File: src/rtl/bw_icache_fill_pkg.sv
// bw_icache_fill_pkg: shared types and constants for the I-cache line-fill controller.
//   state_t    : fill FSM states
//   LINE_BYTES : bytes per cache line
//   LINE_OFF_W : byte-offset width within a line (line address = addr[AWID-1:LINE_OFF_W])
//   LINE_IDX_* : line-index slice used by the valid array
//   line_t     : one assembled 512-bit line
package bw_icache_fill_pkg;

    localparam int unsigned LINE_BYTES  = 64;
    localparam int unsigned LINE_BITS   = LINE_BYTES * 8;
    localparam int unsigned LINE_OFF_W  = $clog2(LINE_BYTES);
    localparam int unsigned LINE_IDX_LO = 6;
    localparam int unsigned LINE_IDX_HI = 12;

    typedef logic [LINE_BITS-1:0] line_t;

    typedef enum logic [1:0] {
        ST_IDLE  = 2'd0,
        ST_REQ   = 2'd1,
        ST_WRITE = 2'd2,
        ST_ERR   = 2'd3
    } state_t;

endpackage

File: src/rtl/bw_icache_fill_linebuf.sv
// bw_icache_fill_linebuf: beat-slot register file that assembles one cache line.
// Ports:
//   clk, rst_n : clock, synchronous active-low reset (clears the line)
//   we         : write the beat on din into slot idx
//   idx        : beat slot index
//   din        : beat data (DWID bits)
//   line_o     : assembled line; holds its contents until overwritten
module bw_icache_fill_linebuf
    import bw_icache_fill_pkg::*;
#(
    parameter int unsigned DWID       = 128,
    parameter int unsigned LINE_BEATS = 4,
    parameter int unsigned IDX_W      = 2
) (
    input  logic             clk,
    input  logic             rst_n,
    input  logic             we,
    input  logic [IDX_W-1:0] idx,
    input  logic [DWID-1:0]  din,
    output line_t            line_o
);

    // One slot written per accepted beat; other slots keep their data.
    always_ff @(posedge clk) begin
        if (!rst_n) begin
            line_o <= '0;
        end else if (we) begin
            for (int unsigned i = 0; i < LINE_BEATS; i++) begin
                if (idx == IDX_W'(i)) begin
                    line_o[i*DWID +: DWID] <= din;
                end
            end
        end
    end

endmodule

File: src/rtl/bw_icache_fill.sv
// bw_icache_fill: instruction-cache line-fill controller.
// On a fetch miss it bursts one 64-byte line from memory, assembles it and
// issues a single-cycle write/set-valid to the I-cache. Invalidations that hit
// the line being filled force a refetch so a stale line is never marked valid.
// Optional feature macro: BW_ICFILL_CRITWORD_EN (critical-word-first burst,
// adds output crit_vld).
// Ports:
//   clk, rst_n      : clock, synchronous active-low reset
//   miss, miss_adr  : fetch miss request and physical address
//   busy            : controller not idle
//   req, req_adr    : memory burst request and current beat address
//   ack, dat_i, err : beat accepted, beat data, bus error
//   invce, invline, invall, inv_adr : invalidation snoop
//   wr, way, ip     : line write / set-valid strobe, way, line address
//   line_o          : assembled line
//   done, fault     : completion pulse, bus-error pulse
//   crit_vld        : (feature build only) critical beat delivered
module bw_icache_fill
    import bw_icache_fill_pkg::*;
#(
    parameter int unsigned AWID       = 32,
    parameter int unsigned DWID       = 128,
    parameter int unsigned LINE_BEATS = 4
) (
    input  logic             clk,
    input  logic             rst_n,
    input  logic             miss,
    input  logic [AWID-1:0]  miss_adr,
    output logic             busy,
    output logic             req,
    output logic [AWID-1:0]  req_adr,
    input  logic             ack,
    input  logic [DWID-1:0]  dat_i,
    input  logic             err,
    input  logic             invce,
    input  logic             invline,
    input  logic             invall,
    input  logic [AWID-1:0]  inv_adr,
    output logic             wr,
    output logic [1:0]       way,
    output logic [AWID-1:0]  ip,
    output line_t            line_o,
    output logic             done,
    output logic             fault
`ifdef BW_ICFILL_CRITWORD_EN
    ,
    output logic             crit_vld
`endif
);

    localparam int unsigned BYTE_W = $clog2(DWID / 8);
    localparam int unsigned BEAT_W = $clog2(LINE_BEATS);
    localparam int unsigned TAG_W  = AWID - LINE_OFF_W;

    state_t              state;
    state_t              state_nx;
    logic [TAG_W-1:0]    line_tag;
    logic [BEAT_W-1:0]   beat;
    logic [BEAT_W-1:0]   beat_start;
    logic [BEAT_W-1:0]   cnt;
    logic                stale;
    logic [1:0]          rr;

    logic                inv_hit_c;
    logic                beat_ok_c;
    logic                last_c;
    logic                refetch_c;
    logic [BEAT_W-1:0]   first_beat_c;
    logic                unused_adr_bits;

    // Beat at which a new burst starts.
`ifdef BW_ICFILL_CRITWORD_EN
    assign first_beat_c = miss_adr[LINE_OFF_W-1:BYTE_W];
`else
    assign first_beat_c = '0;
`endif

    assign unused_adr_bits = ^{miss_adr[LINE_OFF_W-1:0], inv_adr[LINE_OFF_W-1:0]};

    // Invalidation hitting the line currently being filled.
    assign inv_hit_c = invce & (invall | (invline & (inv_adr[AWID-1:LINE_OFF_W] == line_tag)));
    assign beat_ok_c = (state == ST_REQ) & ack & ~err;
    assign last_c    = (cnt == BEAT_W'(LINE_BEATS - 1));
    // The valid array lets wr win over invalidation, so any hit must kill wr.
    assign refetch_c = stale | inv_hit_c;

    assign req_adr = {line_tag, beat, BYTE_W'(0)};
    assign ip      = {line_tag, LINE_OFF_W'(0)};
    assign way     = rr;

`ifdef BW_ICFILL_CRITWORD_EN
    // The first accepted beat of a burst is always the critical one.
    assign crit_vld = beat_ok_c & (cnt == '0);
`endif

    // State register.
    always_ff @(posedge clk) begin
        if (!rst_n) begin
            state <= ST_IDLE;
        end else begin
            state <= state_nx;
        end
    end

    // Next-state and state-decoded outputs.
    always_comb begin
        state_nx = state;
        busy     = (state != ST_IDLE);
        req      = 1'b0;
        wr       = 1'b0;
        done     = 1'b0;
        fault    = 1'b0;
        case (state)
            ST_IDLE: begin
                if (miss) begin
                    state_nx = ST_REQ;
                end
            end
            ST_REQ: begin
                req = 1'b1;
                if (ack) begin
                    if (err) begin
                        state_nx = ST_ERR;
                    end else if (last_c) begin
                        state_nx = ST_WRITE;
                    end
                end
            end
            ST_WRITE: begin
                if (refetch_c) begin
                    state_nx = ST_REQ;
                end else begin
                    wr       = 1'b1;
                    done     = 1'b1;
                    state_nx = ST_IDLE;
                end
            end
            ST_ERR: begin
                fault    = 1'b1;
                state_nx = ST_IDLE;
            end
            default: begin
                state_nx = ST_IDLE;
            end
        endcase
    end

    // Burst address, beat count, stale tracking and round-robin way.
    always_ff @(posedge clk) begin
        if (!rst_n) begin
            line_tag   <= '0;
            beat       <= '0;
            beat_start <= '0;
            cnt        <= '0;
            stale      <= 1'b0;
            rr         <= 2'd0;
        end else begin
            case (state)
                ST_IDLE: begin
                    if (miss) begin
                        line_tag   <= miss_adr[AWID-1:LINE_OFF_W];
                        beat       <= first_beat_c;
                        beat_start <= first_beat_c;
                        cnt        <= '0;
                        stale      <= 1'b0;
                    end
                end
                ST_REQ: begin
                    if (inv_hit_c) begin
                        stale <= 1'b1;
                    end
                    if (beat_ok_c) begin
                        beat <= beat + BEAT_W'(1);
                        cnt  <= cnt + BEAT_W'(1);
                    end
                end
                ST_WRITE: begin
                    if (refetch_c) begin
                        beat  <= beat_start;
                        cnt   <= '0;
                        stale <= 1'b0;
                    end else begin
                        rr <= rr + 2'd1;
                    end
                end
                default: begin
                end
            endcase
        end
    end

    bw_icache_fill_linebuf #(
        .DWID       (DWID),
        .LINE_BEATS (LINE_BEATS),
        .IDX_W      (BEAT_W)
    ) u_linebuf (
        .clk    (clk),
        .rst_n  (rst_n),
        .we     (beat_ok_c),
        .idx    (beat),
        .din    (dat_i),
        .line_o (line_o)
    );

endmodule
File: config.mk
export PLATFORM = sky130hd
export DESIGN_NAME = bw_icache_fill
export DESIGN_NICKNAME = d
export VERILOG_FILES = /design/src/rtl/bw_icache_fill_pkg.sv /design/src/rtl/bw_icache_fill_linebuf.sv /design/src/rtl/bw_icache_fill.sv
export SDC_FILE = /design/constraint.sdc
export NUM_CORES = 1
export LEC_CHECK = 0
export ABC_CLOCK_PERIOD_IN_PS = 1650
export CAP_MARGIN = 10
export CORE_AREA = 2 2 302 304
export DETAILED_ROUTE_END_ITERATION = 8
export DIE_AREA = 0 0 304 306
export PLACE_DENSITY_LB_ADDON = 0.1
export SLEW_MARGIN = 10
export SYNTH_ARGS = -nofsm -noshare
export SYNTH_HDL_FRONTEND = slang
export SYNTH_SLANG_ARGS = --single-unit
File: constraint.sdc
create_clock -name clk -period 1.65 [get_ports clk]
set_input_delay 0.33 -clock clk [delete_from_list [all_inputs] [get_ports clk]]
set_output_delay 0.33 -clock clk [all_outputs]
set_load 0.1 [all_outputs]
Word-level counts from Yosys, hierarchy flattened
Index checks and enable logic that the tools add are counted.
- add/sub/neg operators: 3
- equality and inequality tests: 14
- mux-type cells: 20
- bitwise gates (word level): 8
- reductions and logical operators: 13
- operators by type and width (cell ; number):
    26-bit == test ; 1
    2-bit two-way mux ; 8
    2-bit one-hot mux with 3 select lines ; 2
    2-bit AND reduction ; 6
    2-bit == test (second input constant) ; 5
    2-bit != test (second input constant) ; 5
    1-bit two-way mux ; 8
    2-bit one-hot mux with 4 select lines ; 1
    4-bit AND reduction ; 2
    2-bit by 1-bit adder with 2-bit output (second input constant) ; 3
    1-bit bitwise AND ; 4
    2-bit by 1-bit == test with 1-bit output (second input constant) ; 2
    2-bit logical NOT ; 2
    3-bit != test (second input constant) ; 1
    1-bit one-hot mux with 3 select lines ; 1
    3-bit AND reduction ; 1
    3-bit nonzero test ; 1
    1-bit NOT ; 2
    1-bit OR ; 2
    2-bit nonzero test ; 1
- bits in registers: 547
- bits of input ports: 200
- output and inout bits: 583
- word-level logic and storage cells: 68

Depth between registers and ports, before layout
Gate-level depths: netlist (run 1).
- word-level depth: 7
- mapped depth: 9
- depth with buffers taken out: 7

Cells and area by module
A second synthesis (run 1) with hierarchy kept.
- cells, all modules: 2037
- area, all modules: 20579.7 µm²
- by module, submodules not included (module ; instances ; cells an instance ; area each (µm²) ; sequential area each (µm²)):
    bw_icache_fill_linebuf ; 1 ; 1795 ; 18602.8 ; 10249.8
    bw_icache_fill ; 1 ; 242 ; 1976.9 ; 700.7

Worst setup path before layout (run 1)
Ideal clock, no wire load.
- path type: flip-flop to output port
- from: reg line_tag[5]
- to: out wr
- data arrival time: 2.829 ns
- required time: 1.320 ns
- setup slack: -1.509 ns
- cell stages (with the launch flop): 8
- buffers on the path: 1
- path through: dfxtp_1 xnor2_1 nand4_1 nor4_1 a41oi_1 o211ai_2 inv_1 buf_4
- cells in the longest elaborated chain, start to end: 7
- ends and longest elaborated chain (what ; line ; text):
    from (decl) ; bw_icache_fill.sv:57 ; logic [TAG_W-1:0] line_tag;
    from (signal assigned) ; bw_icache_fill.sv:161 ; line_tag <= miss_adr[AWID-1:LINE_OFF_W];
    26-bit == test ; bw_icache_fill.sv:81 ; assign inv_hit_c = invce & (invall | (invline & (inv_adr[AWID-1:LINE_OFF_W] == line_tag)));
    1-bit bitwise AND ; bw_icache_fill.sv:81 ;
    1-bit OR ; bw_icache_fill.sv:81 ;
    1-bit bitwise AND ; bw_icache_fill.sv:81 ;
    1-bit OR ; bw_icache_fill.sv:85 ; assign refetch_c = stale | inv_hit_c;
    1-bit two-way mux (2 in series) ; -- ;
    to (decl) ; bw_icache_fill.sv:39 ; output logic wr,
No other way between the ends.

Final worst setup path (run 1)
- from: reg line_tag[9]
- to: out done
- cells in the longest elaborated chain, start to end: 7
- ends and longest elaborated chain (what ; line ; text):
    26-bit == test ; bw_icache_fill.sv:81 ;
    1-bit bitwise AND ; bw_icache_fill.sv:81 ;
    1-bit OR ; bw_icache_fill.sv:81 ;
    1-bit bitwise AND ; bw_icache_fill.sv:81 ;
    1-bit OR ; bw_icache_fill.sv:85 ;
    1-bit two-way mux ; bw_icache_fill.sv:130 ; if (refetch_c) begin
    1-bit two-way mux ; bw_icache_fill.sv:113 ; case (state)
    to (decl) ; bw_icache_fill.sv:43 ; output logic done,
No other way between the ends.

==> impl_metrics.py, run 1 <==
metrics = {
    "logic_synthesis": {
        "synthDistinctLibCells": 32,
        "synth_seq_area_share_pct": 52.2,
        "synth.largest_area_cell": "dfxtp_1",
        "synth_edf_count": 0,
        "syn_area_per_cell_um2": 8.49,
        "synth_top_cells_by_count": "1086 x nand2_1, 547 x dfxtp_1, 277 x a21boi_0, 261 x a21boi_1, 72 x buf_2",
        "async_flop_share_pct": 0,
        "ys.flop_type": "dfxtp_1",
        "ys_ff_latch": 547,
        "syn-cell-area_um2": 21000,
        "synth_area_leaders": "dfxtp_1 52%, nand2_1 19%, a21boi_0 9.9%",
        "synth_top_cell_area_share_pct": 52.2,
        "synth_most_common_cell": "nand2_1",
        "synth_warnings": 0,
        "synthCells": 2471,
    },
    "final_layout": {
        "final_cells": 4650,
        "drive_above_1_share_pct": 48.7,
        "fillers": 7794,
        "nNetsFinal": 3626,
        "post-route-cell-area_um2": 45700,
        "syn2layout_area_growth_pct": 118,
    },
    "clock_tree": {
        "cts_made_buffers": 67,
        "root_buffer": "clkbuf_16",
        "clk_pin_slew_ns": 0.06,
        "ctsHtreeMaxLevel": 3,
        "insertion_delay_ns": 0.62,
        "cts_max_path_buffers": 3,
        "cts_tree": "built",
        "cts.sinks": 547,
    },
    "timing": {
        "finClkSkew_ns": 0.0261,
        "setup_viol": 523,
        "final.period_utilization_pct": 169,
        "report.final.hold_viol_count": 0,
        "fin_ws_ns": -1.14,
        "rsz0062_at_grt": "true",
        "min_period_ns": 2.79,
        "maxClockFrequency_mhz": 358,
        "maxSlewViolCount": 0,
        "setup-tns-final_ns": -74.40,
    },
    "route": {
        "wl_um": 114000,
        "vias": 21100,
        "firstDrtPassIters": 5,
        "drt-vias-per-instance": 4.53,
        "initialDrtViolationCount": 903,
        "wire_per_inst_um": 24.5,
        "ant_nets": 0,
        "drc_errors": 0,
    },
    "placed_design": {
        "dpl.hpwl_um": 69100,
        "post-place-ws_ns": -1.27,
        "place_area_um2": 36500,
        "dp_cells": 4334,
        "port_buffers": 760,
        "place_congestion": 0.837,
    },
    "floorplan": {
        "die_h_um": 306,
        "fp.dieW_um": 304,
        "dieArea_um2": 93000,
        "core_area_um2": 89600,
        "start_util_pct": 23.4,
        "boundaryPins": 783,
        "rows": 110,
    },
    "setup_path": {
        "cp.arrival_ns": 2.46,
        "reg2reg_from": "line_tag[9]",
        "worstSetupEndpointType": "output port",
        "crit-reg2reg-capture": "cnt[1]",
        "ff2ff_path_depth": 9,
        "reg2reg_slack_ns": -0.49,
        "worstSetupPathType": "flip-flop to output port",
        "start_kind": "flip-flop",
        "crit_required_ns": 1.32,
        "critPathMaxFanout": 2,
    },
    "global_route": {
        "grt_overflow": 0,
        "grt_pass1_wl_um": 150000,
        "grtUsageTotal_pct": 22.0,
        "grt_start_max_net_pins": 113,
        "first_global_vias": 20800,
        "antenna_found_initial": 7,
    },
    "hold_path": {
        "hold_path_class": "input port to flip-flop",
        "holdPathStages": 3,
        "worstHoldEndpoint": "u_linebuf.line_o[209]",
        "min_from": "rst_n",
    },
    "pwr": {
        "vdd_ir_drop_max_mv": 0.650,
        "p_leak_nw": 17.1,
        "p_per_area_nw_per_um2": 730,
    },
    "outcome": {
        "violations": "negative setup slack",
        "status": "complete, but fails checks",
    },
    "run": {
        "drv_cap": 0,
    },
}
where the power goes:
group          total, mW  internal (mW)  switching [mW]
logic               4.81           2.01            2.80
clock network       15.0           8.77            6.22
registers           13.5           13.3           0.180
total               33.3           24.1            9.20
metal layers:
layer / up-vias / GRT usage (%) / wire length (um)
li1: 9846 / - / -
met1: 10400 / 24.1 / 43500
met2: 700 / 39.5 / 58900
met3: 148 / 7.35 / 8030
met4: 6 / 7.67 / 3570
met5: - / 0 / 39
stage by stage:
stage / power, mW / hold slack [ns] / utilization [%]
after CTS: 33.5 / 0.129 / 47.0
after detailed placement: 17.9 / 0.468 / 40.7
after floorplan: 16.0 / 0.438 / -
after global routing: 34.4 / 0.164 / 51.0
after global placement: 17.9 / 0.447 / 40.7
final: 33.3 / 0.185 / 51.0
flip-flops by register name (all words and copies together) (netlist names):
register          flops
cnt                   2
beat                  2
state                 2
u_linebuf.line_o    512
stale                 1
line_tag             26
way                   2
critical path, stage by stage (launching register included):
cell        delay, ns
dfxtp_4          0.35
xnor2_2          0.16
nand4_1          0.18
nor4_4           0.35
a41oi_4          0.19
o211ai_2         0.24
clkinvlp_4       0.20
buf_12           0.20
how the worst max path moves through the flow:
stage	from	to	slack [ns]
floorplan	line_tag[5]	wr	-1.11
CTS	line_tag[22]	done	-1.26
global route	line_tag[21]	done	-1.26
global placement	inv_adr[8]	wr	-1.18
finish	line_tag[9]	done	-1.14
detailed placement	inv_adr[8]	done	-1.27
logic make-up (layout without fill, tap and decap cells):
group / after synthesis / after routing / synth area share, %
and+or+nand+nor: 1118 / 1119 / 20.3
muxes: 2 / 2 / 0.0955
other: 1 / 15 / 0.0179
AOI/OAI and AO/OA: 547 / 547 / 19.6
adders and majority gates: 5 / 5 / 0.298
buffers and inverters: 224 / 1212 / 6.32
xor gates and xnor gates: 27 / 27 / 1.13
DFF: 547 / 547 / 52.2
cell usage in the layout, fill, tap and decap left out, drive strengths merged, types with 9 or more instances in the layout:
master            n
xor2             11
dfxtp           547
clkdlybuf4s50   186
and2              9
clkinv           14
clkbuf          133
conb             10
buf             867
xnor2            16
a21boi          538
nand2          1086
cell type report:
class | count | area, um2 | share of cell area (%)
repair buffers | 1089 | 19100 | 41.8
clock buffers | 97 | 1950 | 4.27
inverters | 6 | 26.3 | 0.0575
diodes | 5 | 12.5 | 0.0274
clock inverters | 20 | 267 | 0.584
flip-flops and latches | 547 | 11000 | 24.2
multi-input cells | 1710 | 11800 | 25.9
well taps | 1176 | 1470 | 3.22
repair_timing:
action                     in CTS  in global routing
setup endpoints to repair     327                542
hold buffers                    0                  0
cloned                         66                 40
setup buffers                  81                 72
pin swaps                      97                451
resized for setup             363               1029
Note: power is estimated with default switching activity, not from simulation.
==> inputs of run 2 (changes only) <==
Settings changed: CAP_MARGIN 10 to unset, CELL_PAD_IN_SITES_DETAIL_PLACEMENT set to 0, CELL_PAD_IN_SITES_GLOBAL_PLACEMENT set to 1, CORE_AREA 2 2 302 304 to 2 2 306 308, DIE_AREA 0 0 304 306 to 0 0 308 310.
==> impl_metrics.py, run 2 (synthesis gave the netlist of run 1 again) <==
metrics = {
    "outcome": {
        "status": "complete, but fails checks",
        "violations": "negative setup slack",
    },
    "timing": {
        "fin_ws_ns": -1.14,
        "setup_viol": 525,
        "report.final.hold_viol_count": 0,
        "finClkSkew_ns": 0.0197,
        "slew_headroom_pct": 63.5,
        "maxClockFrequency_mhz": 359,
        "final.period_utilization_pct": 169,
        "min_period_ns": 2.79,
        "rsz0062_at_grt": "true",
        "maxSlewViolCount": 0,
        "tightest_slew_ns": 0.546,
    },
    "final_layout": {
        "fillers": 8260,
        "nNetsFinal": 3623,
        "syn2layout_area_growth_pct": 119,
        "drive_above_1_share_pct": 50.0,
        "final_util_pct": 49.8,
        "final_common_cell": "buf_12",
        "final_cell_mix": "696 x buf_12, 587 x nand2_1, 517 x dfxtp_1",
        "top_regs": "u_linebuf.line_o (512), line_tag (26)",
        "top_register": "u_linebuf.line_o",
        "post-route-cell-area_um2": 46000,
        "largest_reg_flops": 512,
    },
    "pwr": {
        "pwr-share-seq_pct": 40.6,
        "p_switching_mw": 9.12,
        "clkPwrFrac_pct": 45.2,
        "swShare_pct": 27.4,
        "power.internal_mw": 24.1,
        "p_per_area_nw_per_um2": 723,
        "finalPower_mw": 33.3,
        "p_leak_nw": 17.7,
        "power_frac_comb_pct": 14.2,
        "vdd_ir_drop_max_mv": 0.597,
    },
    "global_route": {
        "grtUsageTotal_pct": 22.2,
        "grt_start_max_net_pins": 113,
        "grt_pass1_wl_um": 153000,
        "antenna_found_initial": 1,
        "grt_overflow": 0,
        "first_global_vias": 20700,
    },
    "route": {
        "wl_um": 114000,
        "firstDrtPassIters": 4,
        "initialDrtViolationCount": 854,
        "drt-vias-per-instance": 4.49,
        "vias": 20900,
        "drc_errors": 0,
        "wire_per_inst_um": 24.4,
        "ant_nets": 0,
    },
    "setup_path": {
        "critPathMaxFanout": 2,
        "worstSetupEndpointType": "output port",
        "worstSetupPathType": "flip-flop to output port",
        "crit_required_ns": 1.32,
        "start_kind": "flip-flop",
        "cp.arrival_ns": 2.46,
    },
    "floorplan": {
        "fp.dieW_um": 308,
        "boundaryPins": 783,
        "die_h_um": 310,
        "dieArea_um2": 95500,
        "core_area_um2": 92500,
        "start_util_pct": 22.7,
        "rows": 112,
    },
    "clock_tree": {
        "cts.sinks": 547,
        "cts_made_buffers": 69,
        "cts_tree": "built",
        "cts_max_path_buffers": 3,
        "clk_pin_slew_ns": 0.05,
        "root_buffer": "clkbuf_16",
        "insertion_delay_ns": 0.61,
        "ctsHtreeMaxLevel": 3,
    },
    "placed_design": {
        "port_buffers": 760,
        "dpl.hpwl_um": 69400,
        "place_congestion": 0.820,
        "place_area_um2": 36600,
    },
    "run": {
        "drv_cap": 0,
    },
    "hold_path": {
        "hold_path_class": "input port to flip-flop",
    },
}
## run 2: changes by cell type in the layout (fill, tap and decap cells not counted), moves of 9 or more
cell / change
a21boi_2: +9
nand2_2: +18
nand2_1: -44
clkbuf_16: -15
buf_16: +18
nand2_4: +27
## run 2: timing repair
action,4_1_cts,5_1_grt
setup buffers,79,50
hold buffers,0,0
pin swaps,191,416
setup endpoints to repair,363,546
gates cloned,75,22
gates resized for setup,474,968
## run 2: worst max-delay path, cell delays in order (launching register included)
cell and delay, ns:
dfxtp_4 0.35, xnor2_2 0.14, nand4_1 0.17, nor4_4 0.36, a41oi_4 0.21, o211ai_4 0.24, clkinvlp_4 0.18, buf_12 0.20
## run 2: worst paths after layout
check / endpoint / from / depth (start not counted) / slack [ns]
worst max-delay path: wr / line_tag[24] / 7 / -1.14
worst min register to register: cnt[1] / cnt[1] / 2 / 0.47
worst max register to register: beat[1] / line_tag[24] / 9 / -0.52
worst min-delay path: u_linebuf.line_o[474] / rst_n / 2 / 0.08
## run 2: metal layers
metal  wire [um]  vias up  track usage, %
met5          12        -               0
met4        2810        2            5.62
met3        8390      146            7.11
met2       59000      599            40.0
met1       43600    10300            25.3
li1            -     9874               -
## run 2: through the flow
step | std cells | hold slack [ns] | worst slack, ns | setup TNS (ns)
final | 4664 | 0.0777 | -1.14 | -87.86
after global routing | 4663 | 0.0487 | -1.21 | -134.58
after CTS | 4635 | 0.0322 | -1.20 | -91.67
after detailed placement | 4365 | 0.457 | -1.17 | -201.31
after global placement | 4365 | 0.448 | -1.10 | -190.13
after floorplan | 2480 | 0.438 | -1.11 | -4.06
## run 2: area by class of cell
class                           count  area, um2  area share [%]
Antenna cell                        1       2.50         0.00544
Timing Repair Buffer             1085      19200            41.7
Tap cell                         1197       1500            3.25
Sequential cell                   547      11000            24.0
Clock buffer                      102       2000            4.35
Multi-Input combinational cell   1709      12100            26.2
Inverter                            6       26.3          0.0571
Clock inverter                     17        199           0.432
## run 2: power groups by stage
stage | combinational [mW] | clock [mW] | sequential [mW]
2_1_floorplan | 1.20 | 0 | 14.7
3_3_place_gp | 4.12 | 0 | 13.8
3_5_place_dp | 4.14 | 0 | 13.8
4_1_cts | 4.36 | 15.5 | 13.5
5_1_grt | 4.87 | 16.0 | 13.5
6_report | 4.71 | 15.0 | 13.5
